--- src/rtl/mem_port_arbiter_if.sv ---
// Signal bundle between mem_port_arbiter, its two requesters (fetch, data) and the shared memory port.
interface mem_port_arbiter_if #(
  parameter int DATA_W = 32,
  parameter int ADDR_W = 32
);
  logic              i_req;
  logic [ADDR_W-1:0] i_addr;
  logic [DATA_W-1:0] i_rdata;
  logic [1:0]        i_status;
  logic              d_req;
  logic              d_we;
  logic [ADDR_W-1:0] d_addr;
  logic [DATA_W-1:0] d_wdata;
  logic [DATA_W-1:0] d_rdata;
  logic [1:0]        d_status;
  logic              m_req;
  logic              m_we;
  logic [ADDR_W-1:0] m_addr;
  logic [DATA_W-1:0] m_wdata;
  logic [DATA_W-1:0] m_rdata;
  logic              m_ack;
  logic              owner;

  // Arbiter view
  modport slave (
    input  i_req, i_addr, d_req, d_we, d_addr, d_wdata, m_rdata, m_ack,
    output i_rdata, i_status, d_rdata, d_status, m_req, m_we, m_addr, m_wdata, owner
  );

  // Requesters plus memory model view
  modport master (
    output i_req, i_addr, d_req, d_we, d_addr, d_wdata, m_rdata, m_ack,
    input  i_rdata, i_status, d_rdata, d_status, m_req, m_we, m_addr, m_wdata, owner
  );
endinterface

--- src/rtl/mem_port_arbiter.sv ---
// Shares one memory port between fetch and data requesters (IDLE/WAIT/DONE, ack timeout).
// Define MEM_ARB_FAIRNESS_EN to add the fetch anti-starvation counter.
module mem_port_arbiter #(
  parameter int DATA_W       = 32,
  parameter int ADDR_W       = 32,
  parameter int STARVE_LIMIT = 4,
  parameter int TIMEOUT      = 255
) (
  input  logic              clk,
  input  logic              rst,
  mem_port_arbiter_if.slave bus
);

  localparam int               TMO_W   = (TIMEOUT < 1) ? 1 : $clog2(TIMEOUT + 1);
  localparam logic [TMO_W-1:0] TMO_MAX = TMO_W'(TIMEOUT);

  localparam logic [1:0] STAT_IDLE = 2'b00;
  localparam logic [1:0] STAT_PEND = 2'b01;
  localparam logic [1:0] STAT_DONE = 2'b10;
  localparam logic [1:0] STAT_ERR  = 2'b11;

  typedef enum logic [1:0] {
    S_IDLE = 2'b00,
    S_WAIT = 2'b01,
    S_DONE = 2'b10
  } state_t;

  state_t            state_q, state_d;
  logic              m_req_q, m_req_d;
  logic              m_we_q, m_we_d;
  logic [ADDR_W-1:0] m_addr_q, m_addr_d;
  logic [DATA_W-1:0] m_wdata_q, m_wdata_d;
  logic [DATA_W-1:0] i_rdata_q, i_rdata_d;
  logic [DATA_W-1:0] d_rdata_q, d_rdata_d;
  logic [1:0]        i_status_q, i_status_d;
  logic [1:0]        d_status_q, d_status_d;
  logic              owner_q, owner_d;
  logic [TMO_W-1:0]  tmo_cnt_q, tmo_cnt_d;

  logic              fetch_turn;
  logic              grant_d;
  logic              grant_i;

  function automatic logic [TMO_W-1:0] tmo_inc(input logic [TMO_W-1:0] v);
    return (v == TMO_MAX) ? v : v + TMO_W'(1);
  endfunction

  // Data wins a tie unless the fairness counter has handed the turn to fetch.
  assign grant_d = bus.d_req && !(bus.i_req && fetch_turn);
  assign grant_i = bus.i_req && !grant_d;

`ifdef MEM_ARB_FAIRNESS_EN
  localparam int               STV_W   = (STARVE_LIMIT < 1) ? 1 : $clog2(STARVE_LIMIT + 1);
  localparam logic [STV_W-1:0] STV_MAX = STV_W'(STARVE_LIMIT);

  logic [STV_W-1:0] starve_q, starve_d;

  function automatic logic [STV_W-1:0] starve_inc(input logic [STV_W-1:0] v);
    return (v == STV_MAX) ? v : v + STV_W'(1);
  endfunction

  assign fetch_turn = (starve_q == STV_MAX);

  always_comb begin
    starve_d = starve_q;
    if (state_q == S_IDLE) begin
      if (grant_i) begin
        starve_d = '0;
      end else if (grant_d && bus.i_req) begin
        starve_d = starve_inc(starve_q);
      end
    end
  end

  always_ff @(posedge clk) begin
    if (!rst) begin
      starve_q <= '0;
    end else begin
      starve_q <= starve_d;
    end
  end
`else
  logic unused_starve_cfg;
  assign fetch_turn        = 1'b0;
  assign unused_starve_cfg = (STARVE_LIMIT != 0);
`endif

  always_comb begin
    state_d    = state_q;
    m_req_d    = m_req_q;
    m_we_d     = m_we_q;
    m_addr_d   = m_addr_q;
    m_wdata_d  = m_wdata_q;
    i_rdata_d  = i_rdata_q;
    d_rdata_d  = d_rdata_q;
    owner_d    = owner_q;
    tmo_cnt_d  = tmo_cnt_q;
    i_status_d = bus.i_req ? STAT_PEND : STAT_IDLE;
    d_status_d = bus.d_req ? STAT_PEND : STAT_IDLE;

    unique case (state_q)
      S_IDLE: begin
        if (grant_d || grant_i) begin
          state_d   = S_WAIT;
          m_req_d   = 1'b1;
          tmo_cnt_d = '0;
          owner_d   = grant_d;
          if (grant_d) begin
            m_we_d    = bus.d_we;
            m_addr_d  = bus.d_addr;
            m_wdata_d = bus.d_wdata;
          end else begin
            m_we_d    = 1'b0;
            m_addr_d  = bus.i_addr;
            m_wdata_d = '0;
          end
        end
      end

      S_WAIT: begin
        // The owner stays pending even if it dropped its request mid-transaction.
        if (owner_q) begin
          d_status_d = STAT_PEND;
        end else begin
          i_status_d = STAT_PEND;
        end

        if (bus.m_ack) begin
          state_d = S_DONE;
          m_req_d = 1'b0;
          m_we_d  = 1'b0;
          if (owner_q) begin
            d_rdata_d  = bus.m_rdata;
            d_status_d = STAT_DONE;
          end else begin
            i_rdata_d  = bus.m_rdata;
            i_status_d = STAT_DONE;
          end
        end else if (tmo_cnt_q == TMO_MAX) begin
          state_d = S_DONE;
          m_req_d = 1'b0;
          m_we_d  = 1'b0;
          if (owner_q) begin
            d_status_d = STAT_ERR;
          end else begin
            i_status_d = STAT_ERR;
          end
        end else begin
          tmo_cnt_d = tmo_inc(tmo_cnt_q);
        end
      end

      S_DONE: begin
        state_d = S_IDLE;
      end

      default: begin
        state_d = S_IDLE;
        m_req_d = 1'b0;
        m_we_d  = 1'b0;
      end
    endcase
  end

  always_ff @(posedge clk) begin
    if (!rst) begin
      state_q    <= S_IDLE;
      m_req_q    <= 1'b0;
      m_we_q     <= 1'b0;
      m_addr_q   <= '0;
      m_wdata_q  <= '0;
      i_rdata_q  <= '0;
      d_rdata_q  <= '0;
      i_status_q <= STAT_IDLE;
      d_status_q <= STAT_IDLE;
      owner_q    <= 1'b0;
      tmo_cnt_q  <= '0;
    end else begin
      state_q    <= state_d;
      m_req_q    <= m_req_d;
      m_we_q     <= m_we_d;
      m_addr_q   <= m_addr_d;
      m_wdata_q  <= m_wdata_d;
      i_rdata_q  <= i_rdata_d;
      d_rdata_q  <= d_rdata_d;
      i_status_q <= i_status_d;
      d_status_q <= d_status_d;
      owner_q    <= owner_d;
      tmo_cnt_q  <= tmo_cnt_d;
    end
  end

  assign bus.m_req    = m_req_q;
  assign bus.m_we     = m_we_q;
  assign bus.m_addr   = m_addr_q;
  assign bus.m_wdata  = m_wdata_q;
  assign bus.i_rdata  = i_rdata_q;
  assign bus.d_rdata  = d_rdata_q;
  assign bus.i_status = i_status_q;
  assign bus.d_status = d_status_q;
  assign bus.owner    = owner_q;

endmodule

--- src/flat_wrapper.sv ---
// flat-port wrapper written by rule: the top's interface ports become plain ports
module mem_port_arbiter_flat 
#(
  parameter int DATA_W       = 32,
  parameter int ADDR_W       = 32,
  parameter int STARVE_LIMIT = 4,
  parameter int TIMEOUT      = 255
)
  (clk, rst, bus_i_req, bus_i_addr, bus_d_req, bus_d_we, bus_d_addr, bus_d_wdata, bus_m_rdata, bus_m_ack, bus_i_rdata, bus_i_status, bus_d_rdata, bus_d_status, bus_m_req, bus_m_we, bus_m_addr, bus_m_wdata, bus_owner);
  mem_port_arbiter_if #(.DATA_W(DATA_W), .ADDR_W(ADDR_W)) bus_i ();
  input  logic clk;
  input  logic rst;
  input wire logic [$bits(bus_i.i_req)-1:0] bus_i_req;
  input wire logic [$bits(bus_i.i_addr)-1:0] bus_i_addr;
  input wire logic [$bits(bus_i.d_req)-1:0] bus_d_req;
  input wire logic [$bits(bus_i.d_we)-1:0] bus_d_we;
  input wire logic [$bits(bus_i.d_addr)-1:0] bus_d_addr;
  input wire logic [$bits(bus_i.d_wdata)-1:0] bus_d_wdata;
  input wire logic [$bits(bus_i.m_rdata)-1:0] bus_m_rdata;
  input wire logic [$bits(bus_i.m_ack)-1:0] bus_m_ack;
  output wire logic [$bits(bus_i.i_rdata)-1:0] bus_i_rdata;
  output wire logic [$bits(bus_i.i_status)-1:0] bus_i_status;
  output wire logic [$bits(bus_i.d_rdata)-1:0] bus_d_rdata;
  output wire logic [$bits(bus_i.d_status)-1:0] bus_d_status;
  output wire logic [$bits(bus_i.m_req)-1:0] bus_m_req;
  output wire logic [$bits(bus_i.m_we)-1:0] bus_m_we;
  output wire logic [$bits(bus_i.m_addr)-1:0] bus_m_addr;
  output wire logic [$bits(bus_i.m_wdata)-1:0] bus_m_wdata;
  output wire logic [$bits(bus_i.owner)-1:0] bus_owner;
  assign bus_i.i_req = bus_i_req;
  assign bus_i.i_addr = bus_i_addr;
  assign bus_i.d_req = bus_d_req;
  assign bus_i.d_we = bus_d_we;
  assign bus_i.d_addr = bus_d_addr;
  assign bus_i.d_wdata = bus_d_wdata;
  assign bus_i.m_rdata = bus_m_rdata;
  assign bus_i.m_ack = bus_m_ack;
  assign bus_i_rdata = bus_i.i_rdata;
  assign bus_i_status = bus_i.i_status;
  assign bus_d_rdata = bus_i.d_rdata;
  assign bus_d_status = bus_i.d_status;
  assign bus_m_req = bus_i.m_req;
  assign bus_m_we = bus_i.m_we;
  assign bus_m_addr = bus_i.m_addr;
  assign bus_m_wdata = bus_i.m_wdata;
  assign bus_owner = bus_i.owner;
  mem_port_arbiter #(.DATA_W(DATA_W), .ADDR_W(ADDR_W), .STARVE_LIMIT(STARVE_LIMIT), .TIMEOUT(TIMEOUT)) u_core (.clk(clk), .rst(rst), .bus(bus_i));
endmodule
--- config.mk ---
export PLATFORM = sky130hd
export DESIGN_NAME = mem_port_arbiter_flat
export DESIGN_NICKNAME = d
export VERILOG_FILES = /design/src/rtl/mem_port_arbiter_if.sv /design/src/rtl/mem_port_arbiter.sv /design/src/flat_wrapper.sv
export SDC_FILE = /design/constraint.sdc
export NUM_CORES = 1
export LEC_CHECK = 0
export BUFFER_PORTS_ARGS = -buffer_cell sky130_fd_sc_hd__buf_2
export CORE_MARGIN = 2
export CORE_UTILIZATION = 47
export CTS_BUF_LIST = sky130_fd_sc_hd__clkbuf_4 sky130_fd_sc_hd__clkbuf_8
export DETAILED_ROUTE_END_ITERATION = 7
export HOLD_SLACK_MARGIN = 0.06
export PLACE_DENSITY = 0.78
export SYNTH_ARGS = -nofsm -noshare
export SYNTH_HDL_FRONTEND = slang
export SYNTH_SLANG_ARGS = --single-unit
--- constraint.sdc ---
create_clock -name clk -period 1.8 [get_ports clk]
set_input_delay 0.36 -clock clk [delete_from_list [all_inputs] [get_ports clk]]
set_output_delay 0.36 -clock clk [all_outputs]
set_load 0.01 [all_outputs]
Yosys cells after proc, flatten, opt, wreduce, memory -nomap -nowiden
Cells that the tools add are included.
{ "word_totals": {"ff_bits": 145, "input_bits": 134, "output_inout_bits": 135, "elab_cells": 63} }
{ "classes": {"addsub": 1, "n_eq_ne": 7, "n_mux": 31, "n_bitwise": 2, "reduce_logical": 11} }
{ "ops": {"columns": ["cell", "count"], "rows": [
  ["$mux W32", 2],
  ["$mux W2", 15],
  ["$mux W8", 3],
  ["$pmux W8 S2", 1],
  ["$reduce_and A3 Y1", 3],
  ["$add A8 B1 Y8 const B", 1],
  ["$eq A8 B8 Y1 const B", 1],
  ["$mux W1", 7],
  ["$pmux W1 S3", 2],
  ["$ne A2 B2 Y1 const B", 2],
  ["$pmux W2 S2", 1],
  ["$reduce_and A2 Y1", 2],
  ["$reduce_and A4 Y1", 1],
  ["$ne A3 B2 Y1 const B", 1],
  ["$eq A2 B1 Y1 const B", 1],
  ["$eq A2 B2 Y1 const B", 1],
  ["$logic_not A2 Y1", 1],
  ["$ne A2 B1 Y1 const B", 1],
  ["$not A1 Y1", 2],
  ["$reduce_bool A2 Y1", 1],
  ["$logic_and A1 B1 Y1", 1],
  ["$logic_not A1 Y1", 1],
  ["$logic_or A1 B1 Y1", 1]
]} }

Depth between registers and ports, before layout
Gate-level depths: netlist of run 1.
{ "depth": {"ltp_word": 6, "mapped_depth": 7, "ltp_nobuf": 5} }

Worst setup path before layout of run 1
No wires, ideal clock.
{ "synth_timing": {"path_kind": "input port to flip-flop", "start": "input bus_m_ack", "end": "register u_core.tmo_cnt_q[7]", "setup_ps": 74, "t_arrival_ps": 1445, "t_required_ps": 1726, "path_slack_ps": 280, "path_stages": 4, "n_path_buf": 1, "path_cell_list": "buf_6 -> or3b_4 -> or4_1 -> a31oi_1"} }
{ "synth_between": {"elab_chain_len": 2} }
{ "synth_rtl": {"columns": ["element", "line_no", "text"], "rows": [
  ["start: declaration", "flat_wrapper.sv:20", "input wire logic [$bits(bus_i.m_ack)-1:0] bus_m_ack;"],
  ["$ne A2 B2 Y1 (no line)", null, null],
  ["$reduce_and A4 Y1 (no line)", null, null],
  ["end signal: assignment", "mem_port_arbiter.sv:189", "tmo_cnt_q <= tmo_cnt_d;"],
  ["end: declaration", "mem_port_arbiter.sv:38", "logic [TMO_W-1:0] tmo_cnt_q, tmo_cnt_d;"]
]} }
Every way passes these cells.
A chain may end at the register's enable or synchronous reset.

Worst setup path after layout of run 1
{ "layout_timing": {"start": "register u_core.owner_q (netlist: u_core.bus.owner)", "end": "output bus_owner"} }
{ "layout_rtl": {"columns": ["element", "line_no", "text"], "rows": [
  ["start: declaration", "mem_port_arbiter.sv:37", "logic owner_q, owner_d;"],
  ["start signal: assignment", "mem_port_arbiter.sv:188", "owner_q <= owner_d;"],
  ["end: declaration", "flat_wrapper.sv:29", "output wire logic [$bits(bus_i.owner)-1:0] bus_owner;"]
]} }
No word-level cell between the ends.

==> impl_metrics.py, run 1 <==
metrics = {
    "worst_setup_path": {
        "timing.rr.end": "u_core.tmo_cnt_q[7]",
        "crit_required_ns": 1.44,
        "slowest_delay_ns": 0.55,
        "worstPathBufferInverterCount": 1,
        "reg2regPathDepth": 3,
        "cp-start-kind": "register",
        "cp_max_fo": 11,
        "r2r-start": "u_core.state_q[0]",
        "cp.depth": 1,
        "setup.worst_path.start": "u_core.bus.owner",
        "critPathCapture": "bus_owner",
        "crit_family": "flip-flops",
        "critPathArrivalTime_ns": 1.19,
        "reg2reg_setup_slack_ns": 0.29,
        "critPathSlowestCell": "dfxtp_1",
        "crit_chain": "buf_2",
        "crit_type": "reg -> out",
        "cp-end-kind": "primary output",
    },
    "logic_synthesis": {
        "syn_inst": 619,
        "synth_mux_area_share_pct": 5.92,
        "synth_seq_cells": 145,
        "yosysWarningCount": 0,
        "synthArstFlopShare_pct": 0,
        "synth-compound-area-share_pct": 18.2,
        "postSynthAreaPerCell_um2": 8.73,
        "synth_ff_type": "dfxtp_1",
        "synth.top_cell.area_share_pct": 53.7,
        "synth_top_family_by_area": "compound AO/OA/AOI/OAI gates",
        "synth_top_cell_by_area": "dfxtp_1",
        "synthXorXnorAreaFrac_pct": 0,
        "synth_seq_area_share_pct": 53.7,
        "synth-simple-area-share_pct": 17.8,
        "synth-edff-count": 0,
        "synth_area_mm2": 0.00541,
        "syn_nets": 754,
        "synth.area.top_cells": "dfxtp_1 54%, nand2_1 9.2%, a21oi_1 6.8%",
        "synth_cell_types": 40,
        "synthAdderAreaFrac_pct": 0.231,
    },
    "clock_tree": {
        "clkTransAtPathRegs_ns": 0.08,
        "clock_latency_ns": 0.44,
        "cts.sinks": 145,
        "cts_tree": "built",
        "cts_hold_buf": 0,
        "numCtsBuffers": 17,
        "cts_setup_buffers": 0,
        "cts_resized": 0,
        "cts_root_buf": "clkbuf_8",
        "cts_buffer_depth": 2,
        "htree_levels": 4,
    },
    "sta": {
        "finClkSkew_ns": 0.0135,
        "hold_viol": 0,
        "min_period_ns": 1.55,
        "period_share_pct": 86.3,
        "fmax_ghz": 0.644,
        "tns_ns": 0,
        "worst_pin_slew_ns": 0.635,
        "rsz0062_at_grt": "false",
        "slew_viol_final": 0,
        "maxSlewHeadroom_pct": 57.6,
        "setup_violations": 0,
    },
    "finish": {
        "regArea_mm2": 0.00290,
        "multi_input_area_mm2": 0.00229,
        "utilization_pct": 65.1,
        "finalNetCount": 1009,
        "drive_gt1_share_pct": 36.5,
        "num_antenna_cells": 0,
        "design_area_mm2": 0.00737,
        "syn2layout_area_growth_pct": 36.3,
        "most-common-layout-cells": "268 x buf_2, 145 x dfxtp_1, 132 x nand2_1, 73 x a21oi_1, 69 x nor2_1",
        "fillerInstances": 1024,
        "mostFrequentLayoutCell": "buf_2",
    },
    "routing": {
        "drcViolationCount": 0,
        "vias_per_cell": 5.10,
        "wire_per_inst_um": 13.8,
        "dr.pass1.iters": 5,
        "drt-total-wl_um": 14100,
        "drtAntennaViolNets": 0,
        "vias": 5239,
        "drtIter0Drc": 547,
    },
    "place": {
        "dp_hpwl_um": 10200,
        "numPortBuffers": 268,
        "place.gp.congestion": 0.871,
        "place_area_mm2": 0.00696,
    },
    "outcome": {
        "status": "complete, no violations",
    },
    "pwr": {
        "p_leak_nw": 3.46,
        "vdd_drop_max_uv": 567,
        "power_density_mw_per_mm2": 970,
    },
    "run": {
        "max-cap-violations": 0,
    },
    "floorplan": {
        "die_area_mm2": 0.0124,
        "rows": 39,
        "coreArea_mm2": 0.0113,
        "die_y_um": 111,
        "ios": 269,
        "dieWidth_um": 111,
        "start_util_pct": 47.8,
    },
    "global_routing": {
        "overflow": 0,
        "grt_util_all_layers_pct": 22.7,
        "grt_pass1_wl_um": 23200,
        "grt_max_degree": 65,
        "antenna_found_initial": 0,
        "grt_pass1_vias": 4848,
    },
    "worst_hold_path": {
        "min_path_type": "in -> reg",
    },
}
==> flip-flops by register name, summed over array words and instances, names as in the netlist <==
| signal | flops |
|---|---|
| u_core.bus.owner | 1 |
| u_core.bus.m_req | 1 |
| u_core.state_q | 2 |
| u_core.bus.d_rdata | 32 |
| u_core.bus.m_addr | 32 |
| u_core.bus.m_wdata | 32 |
| u_core.bus.i_status | 2 |
| u_core.tmo_cnt_q | 8 |
| u_core.bus.m_we | 1 |
| u_core.bus.d_status | 2 |
| u_core.bus.i_rdata | 32 |
==> cells in the mapped netlist (3+ instances only) <==
cell        n
a211oi_1   32
mux2i_1    32
o21ai_0     5
nor2_1     69
nand2_1   132
and3_1      4
nand3_1     5
a21oi_1    73
buf_1       3
buf_2      14
nand4_1     4
clkbuf_1   32
a22oi_1    33
dfxtp_1   145
nor3_1      3
==> cell type report <==
type | count | area share, %
timing repair buffer | 286 | 21.4
tap | 143 | 2.43
clock buffer | 20 | 3.65
multi-input combinational | 422 | 31.1
clock inverter | 10 | 1.85
inverter | 2 | 0.136
sequential | 145 | 39.4
==> layer usage <==
metal  up-vias  global-route usage [%]  routed length (µm)
li1       2653                       -                   -
met1      2345                    29.3                6100
met2       215                    36.5                6660
met3        26                    6.34                1080
met4         0                    8.64                 313
met5         -                       0                   0
==> per-stage QoR <==
| stage | hold slack [ns] | instances | setup WS [ns] | power [W] |
|---|---|---|---|---|
| floorplan | 0.481 | 619 | 0.280 | 0.00412 |
| global placement | 0.439 | 998 | 0.209 | 0.00460 |
| detailed placement | 0.444 | 998 | 0.170 | 0.00462 |
| CTS | 0.140 | 1028 | 0.199 | 0.00721 |
| global route | 0.155 | 1028 | 0.140 | 0.00749 |
| finish | 0.161 | 1028 | 0.247 | 0.00714 |
==> kinds of logic after synthesis <==
| logic type | count (synthesis) |
|---|---|
| mux | 32 |
| fa+ha+maj | 1 |
| buf+inv | 52 |
| simple gates | 232 |
| flops | 145 |
| compound gates | 157 |
==> report_power, final <==
part | switching [W] | internal (W)
Clock | 0.00117 | 0.00144
Sequential | 0.0000969 | 0.00339
Combinational | 0.000584 | 0.000467
==> worst min-delay path by stage <==
stage	from	end	cells past startpoint
2_1_floorplan	u_core.bus.d_rdata[0]	u_core.bus.d_rdata[0]	2
3_3_place_gp	u_core.bus.i_rdata[17]	u_core.bus.i_rdata[17]	2
3_5_place_dp	u_core.bus.i_rdata[28]	u_core.bus.i_rdata[28]	2
4_1_cts	bus_d_wdata[8]	u_core.bus.m_wdata[8]	3
5_1_grt	bus_d_wdata[18]	u_core.bus.m_wdata[18]	3
6_report	bus_d_wdata[18]	u_core.bus.m_wdata[18]	3
Power figures use the tool's default switching activity.
==> run 2: changes to the inputs <==
CAP_MARGIN = 20   (was not set)
CORE_UTILIZATION = 45   (was 47)
PLACE_DENSITY = 0.75   (was 0.78)
SETUP_SLACK_MARGIN = 0.4   (was not set)
==> impl_metrics.py, run 2 (synthesized netlist as in run 1, its figures left out) <==
metrics = {
    "outcome": {
        "status": "complete, no violations",
    },
    "global_routing": {
        "grt_pass1_vias": 4763,
        "overflow": 0,
        "antenna_found_initial": 0,
        "grt_max_degree": 66,
        "grt_pass1_wl_um": 22600,
        "grt_util_all_layers_pct": 21.8,
    },
    "clock_tree": {
        "htree_levels": 4,
        "cts_root_buf": "clkbuf_8",
        "cts_tree": "built",
        "cts.sinks": 145,
        "clkTransAtPathRegs_ns": 0.07,
        "clock_latency_ns": 0.43,
        "numCtsBuffers": 17,
        "cts_buffer_depth": 2,
    },
    "floorplan": {
        "die_area_mm2": 0.0129,
        "die_y_um": 114,
        "rows": 40,
        "start_util_pct": 45.6,
        "ios": 269,
        "dieWidth_um": 114,
        "coreArea_mm2": 0.0119,
    },
    "worst_setup_path": {
        "worstPathBufferInverterCount": 0,
        "setup.worst_path.start": "u_core.state_q[1]",
        "crit_family": "simple AND/OR/NAND/NOR gates",
        "critPathArrivalTime_ns": 1.77,
        "cp-end-kind": "register",
        "cp_max_fo": 6,
        "r2r-start": "u_core.state_q[1]",
        "slowest_delay_ns": 0.41,
        "cp-start-kind": "register",
        "crit_required_ns": 2.16,
        "critPathSlowestCell": "or3b_4",
        "crit_type": "reg -> reg",
        "crit_chain": "or3b_4, or4_1, a31oi_1",
    },
    "pwr": {
        "p_leak_nw": 3.55,
        "power_density_mw_per_mm2": 975,
        "vdd_drop_max_uv": 544,
    },
    "place": {
        "numPortBuffers": 268,
        "place.gp.congestion": 0.803,
        "dp_hpwl_um": 10000,
        "place_area_mm2": 0.00694,
    },
    "finish": {
        "num_antenna_cells": 0,
        "mostFrequentLayoutCell": "buf_2",
        "syn2layout_area_growth_pct": 40.7,
        "most-common-layout-cells": "268 x buf_2, 139 x dfxtp_1, 132 x nand2_1, 73 x a21oi_1, 67 x nor2_1",
        "fillerInstances": 1051,
        "drive_gt1_share_pct": 39.1,
        "finalNetCount": 1018,
        "design_area_mm2": 0.00761,
    },
    "sta": {
        "worst_pin_slew_ns": 0.354,
        "rsz0062_at_grt": "true",
        "finClkSkew_ns": 0.00587,
        "period_share_pct": 78.4,
        "holdWs_ns": 0.165,
        "hold_viol": 0,
        "slew_viol_final": 0,
        "tns_ns": 0,
        "maxSlewHeadroom_pct": 76.4,
        "setup_violations": 0,
        "fmax_ghz": 0.709,
        "min_period_ns": 1.41,
    },
    "routing": {
        "drtIter0Drc": 404,
        "drcViolationCount": 0,
        "dr.pass1.iters": 7,
        "drt-total-wl_um": 15000,
        "vias": 5362,
        "wire_per_inst_um": 14.4,
        "drtAntennaViolNets": 0,
        "vias_per_cell": 5.14,
    },
    "worst_hold_path": {
        "hold_path.startpoint": "bus_d_wdata[12]",
        "min_path_type": "in -> reg",
    },
    "run": {
        "max-cap-violations": 0,
    },
}
run 2: cell count changes in the layout (fill, tap and decap cells not counted), moves of 2 or more:
| cell | previous run | this run |
|---|---|---|
| buf_4 | 10 | 14 |
| buf_6 | 0 | 2 |
| clkbuf_16 | 0 | 2 |
| clkbuf_4 | 1 | 3 |
| clkinvlp_4 | 3 | 1 |
| dfxtp_1 | 145 | 139 |
| dfxtp_4 | 0 | 5 |
| nor2_1 | 69 | 67 |
| nor2_2 | 0 | 2 |
| o21ai_4 | 0 | 2 |
run 2: worst reg2reg max path, stage by stage, from the launching register on:
cell     delay, ns
dfxtp_4       0.38
or3b_4        0.41
or4_1         0.41
a31oi_1       0.14
run 2: power by group:
part	total (W)	internal, W	switching [W]	leakage [nW]
combinational	0.00113	0.000510	0.000620	2.13
clock	0.00281	0.00163	0.00118	0.227
sequential	0.00348	0.00339	0.0000928	1.19
run 2: final timing paths:
check	end	slack [ns]	depth (start not counted)
max	u_core.tmo_cnt_q[7]	0.39	3
min	u_core.bus.m_wdata[12]	0.17	3
max reg2reg	u_core.tmo_cnt_q[7]	0.39	3
min reg2reg	u_core.bus.d_rdata[11]	0.45	2
run 2: per-layer routing:
layer	track usage, %	wire (µm)
met1	27.7	6680
met3	6.54	1030
met5	0	0
met4	8.94	380
met2	35.0	6910
run 2: area by class of cell:
cell class                      count  area [µm²]  area share (%)
Clock buffer                       22         284            3.73
Clock inverter                     10         156            2.06
Inverter                            2        10.0           0.132
Multi-Input combinational cell    423        2390            31.4
Sequential cell                   145        2920            38.4
Tap cell                          147         184            2.42
Timing Repair Buffer              294        1660            21.9
run 2: stage by stage:
stage | power [W] | util [%] | worst slack, ns | instances
final | 0.00742 | 64.1 | 0.389 | 1043
after global routing | 0.00775 | 64.1 | 0.347 | 1043
after CTS | 0.00743 | 62.7 | 0.328 | 1034
after detailed placement | 0.00461 | 58.5 | 0.264 | 999
after global placement | 0.00460 | 58.5 | 0.300 | 999
after floorplan | 0.00412 | - | 0.370 | 619
run 2: timing repair:
item | in CTS | in global routing
pin swaps | 2 | 4
gates cloned | 1 | 3
setup buffers | 2 | 6
gates resized for setup | 13 | 16
endpoints found under the setup margin | 87 | 117
hold buffers | 0 | 0
==> run 3: changes to the inputs <==
clock period = 1.4 ns   (was 1.8 ns; I/O delays follow)
==> impl_metrics.py, run 3 (synthesized netlist as in run 1, its figures left out) <==
metrics = {
    "worst_setup_path": {
        "crit_family": "simple AND/OR/NAND/NOR gates",
        "timing.rr.end": "u_core.bus.m_we",
        "r2r-start": "u_core.tmo_cnt_q[0]",
        "critPathCapture": "u_core.bus.m_we",
        "cp-end-kind": "register",
        "crit_required_ns": 1.78,
        "slowest_delay_ns": 0.37,
        "cp_max_fo": 3,
        "worstPathBufferInverterCount": 1,
        "critPathSlowestCell": "o31ai_1",
        "critPathArrivalTime_ns": 1.87,
        "crit_type": "reg -> reg",
        "cp-start-kind": "register",
        "setup.worst_path.start": "u_core.tmo_cnt_q[0]",
        "crit_chain": "ha_4, nand4_1, nor2_2, o31ai_1, buf_4, and3_1",
        "cp.depth": 6,
        "reg2regPathDepth": 6,
        "reg2reg_setup_slack_ns": -0.09,
    },
    "place": {
        "numPortBuffers": 268,
        "dp_hpwl_um": 10400,
        "place_inst": 1017,
        "dpl_worst_slack_ns": -0.0188,
        "place.gp.congestion": 0.912,
    },
    "finish": {
        "drive_gt1_share_pct": 57.5,
        "finalNetCount": 1105,
        "final-instance-count-excl-fill": 1130,
        "mostFrequentLayoutCell": "buf_2",
        "syn2layout_area_growth_pct": 77.2,
        "regArea_mm2": 0.00297,
        "multi_input_area_mm2": 0.00295,
        "fillerInstances": 703,
        "num_antenna_cells": 0,
        "most-common-layout-cells": "227 x buf_2, 119 x nand2_1, 99 x dfxtp_1, 62 x buf_6, 54 x a21oi_1",
    },
    "sta": {
        "setup_violations": 23,
        "hold_viol": 0,
        "worst_pin_slew_ns": 0.494,
        "finClkSkew_ns": 0.0152,
        "rsz0062_at_grt": "true",
        "period_share_pct": 107,
        "maxSlewHeadroom_pct": 66.9,
        "min_period_ns": 1.49,
        "fin_ws_ns": -0.0918,
        "holdWs_ns": 0.0757,
        "slew_viol_final": 0,
        "fmax_ghz": 0.670,
    },
    "global_routing": {
        "overflow": 0,
        "grt_pass1_wl_um": 25200,
        "grt_max_degree": 38,
        "antenna_found_initial": 0,
        "grt_util_all_layers_pct": 24.3,
        "grt_pass1_vias": 5273,
    },
    "outcome": {
        "status": "finished with violations",
        "violations": "setup timing",
    },
    "pwr": {
        "vdd_drop_max_uv": 572,
        "power_density_mw_per_mm2": 1100,
        "fin_total_pwr_w": 0.0105,
        "p_leak_nw": 4.28,
    },
    "routing": {
        "vias_per_cell": 5.38,
        "vias": 6077,
        "wire_per_inst_um": 18.0,
        "drtAntennaViolNets": 0,
        "dr.pass1.iters": 5,
        "drcViolationCount": 0,
        "drt-total-wl_um": 20300,
        "drtIter0Drc": 424,
    },
    "clock_tree": {
        "numCtsBuffers": 17,
        "cts.sinks": 145,
        "cts_root_buf": "clkbuf_8",
        "cts_buffer_depth": 2,
        "htree_levels": 4,
        "clock_latency_ns": 0.45,
        "cts_tree": "built",
        "clkTransAtPathRegs_ns": 0.09,
    },
    "run": {
        "max-cap-violations": 0,
    },
    "floorplan": {
        "coreArea_mm2": 0.0119,
        "ios": 269,
        "die_y_um": 114,
        "start_util_pct": 45.6,
        "die_area_mm2": 0.0129,
        "dieWidth_um": 114,
        "rows": 40,
    },
    "worst_hold_path": {
        "min_path_type": "in -> reg",
    },
}
-- run 3: cell type report --
type / count / area share, %
Clock buffer: 18 / 2.59
Sequential cell: 145 / 31.0
Tap cell: 147 / 1.92
Clock inverter: 14 / 1.76
Inverter: 2 / 0.104
Timing Repair Buffer: 382 / 31.8
Multi-Input combinational cell: 422 / 30.8
-- run 3: metrics by stage --
| step | TNS, ns | cell area, µm² | util (%) |
|---|---|---|---|
| floorplan | 0 | 5620 | - |
| global placement | -0.00405 | 7200 | 60.7 |
| detailed placement | -0.0188 | 7200 | 60.7 |
| CTS | 0 | 8140 | 68.6 |
| global route | -2.80 | 9580 | 80.8 |
| finish | -0.414 | 9580 | 80.8 |
-- run 3: worst min-delay path by stage --
stage / to / depth (start not counted) / startpoint
after floorplan: u_core.bus.d_rdata[0] / 2 / bus_m_rdata[0]
after global placement: u_core.bus.i_rdata[19] / 2 / u_core.bus.i_rdata[19]
after detailed placement: u_core.bus.d_rdata[14] / 2 / u_core.bus.d_rdata[14]
after CTS: u_core.bus.m_wdata[27] / 3 / bus_d_wdata[27]
after global routing: u_core.bus.i_rdata[6] / 3 / bus_m_rdata[6]
final: u_core.bus.m_wdata[3] / 3 / bus_d_wdata[3]
-- run 3: per-layer routing --
metal	GRT usage [%]	wire length, µm	up-vias	part of all wire (%)
met5	0	0	-	0
met4	7.80	506	0	2.5
met3	7.01	1450	45	7.1
met2	42.4	10500	299	52
met1	28.8	7850	2881	39
li1	-	-	2852	-
-- run 3: what timing repair did --
item,4_1_cts,5_1_grt
endpoints found under the setup margin,280,280
pin swaps,24,92
gates resized for setup,43,215
cloned,2,18
hold buffers,26,1
buffers inserted,6,28
endpoints found under the hold margin,27,1
-- run 3: where the power goes --
group	switching, W	internal, W	total, W
clock network	0.00179	0.00170	0.00349
registers	0.000178	0.00438	0.00455
logic	0.00117	0.00129	0.00246
total	0.00314	0.00736	0.0105
-- run 3: worst reg2reg max path: stages, from the launching register on --
cell	delay, ns
dfxtp_2	0.34
ha_4	0.16
nand4_1	0.16
nor2_2	0.08
o31ai_1	0.37
buf_4	0.19
and3_1	0.14
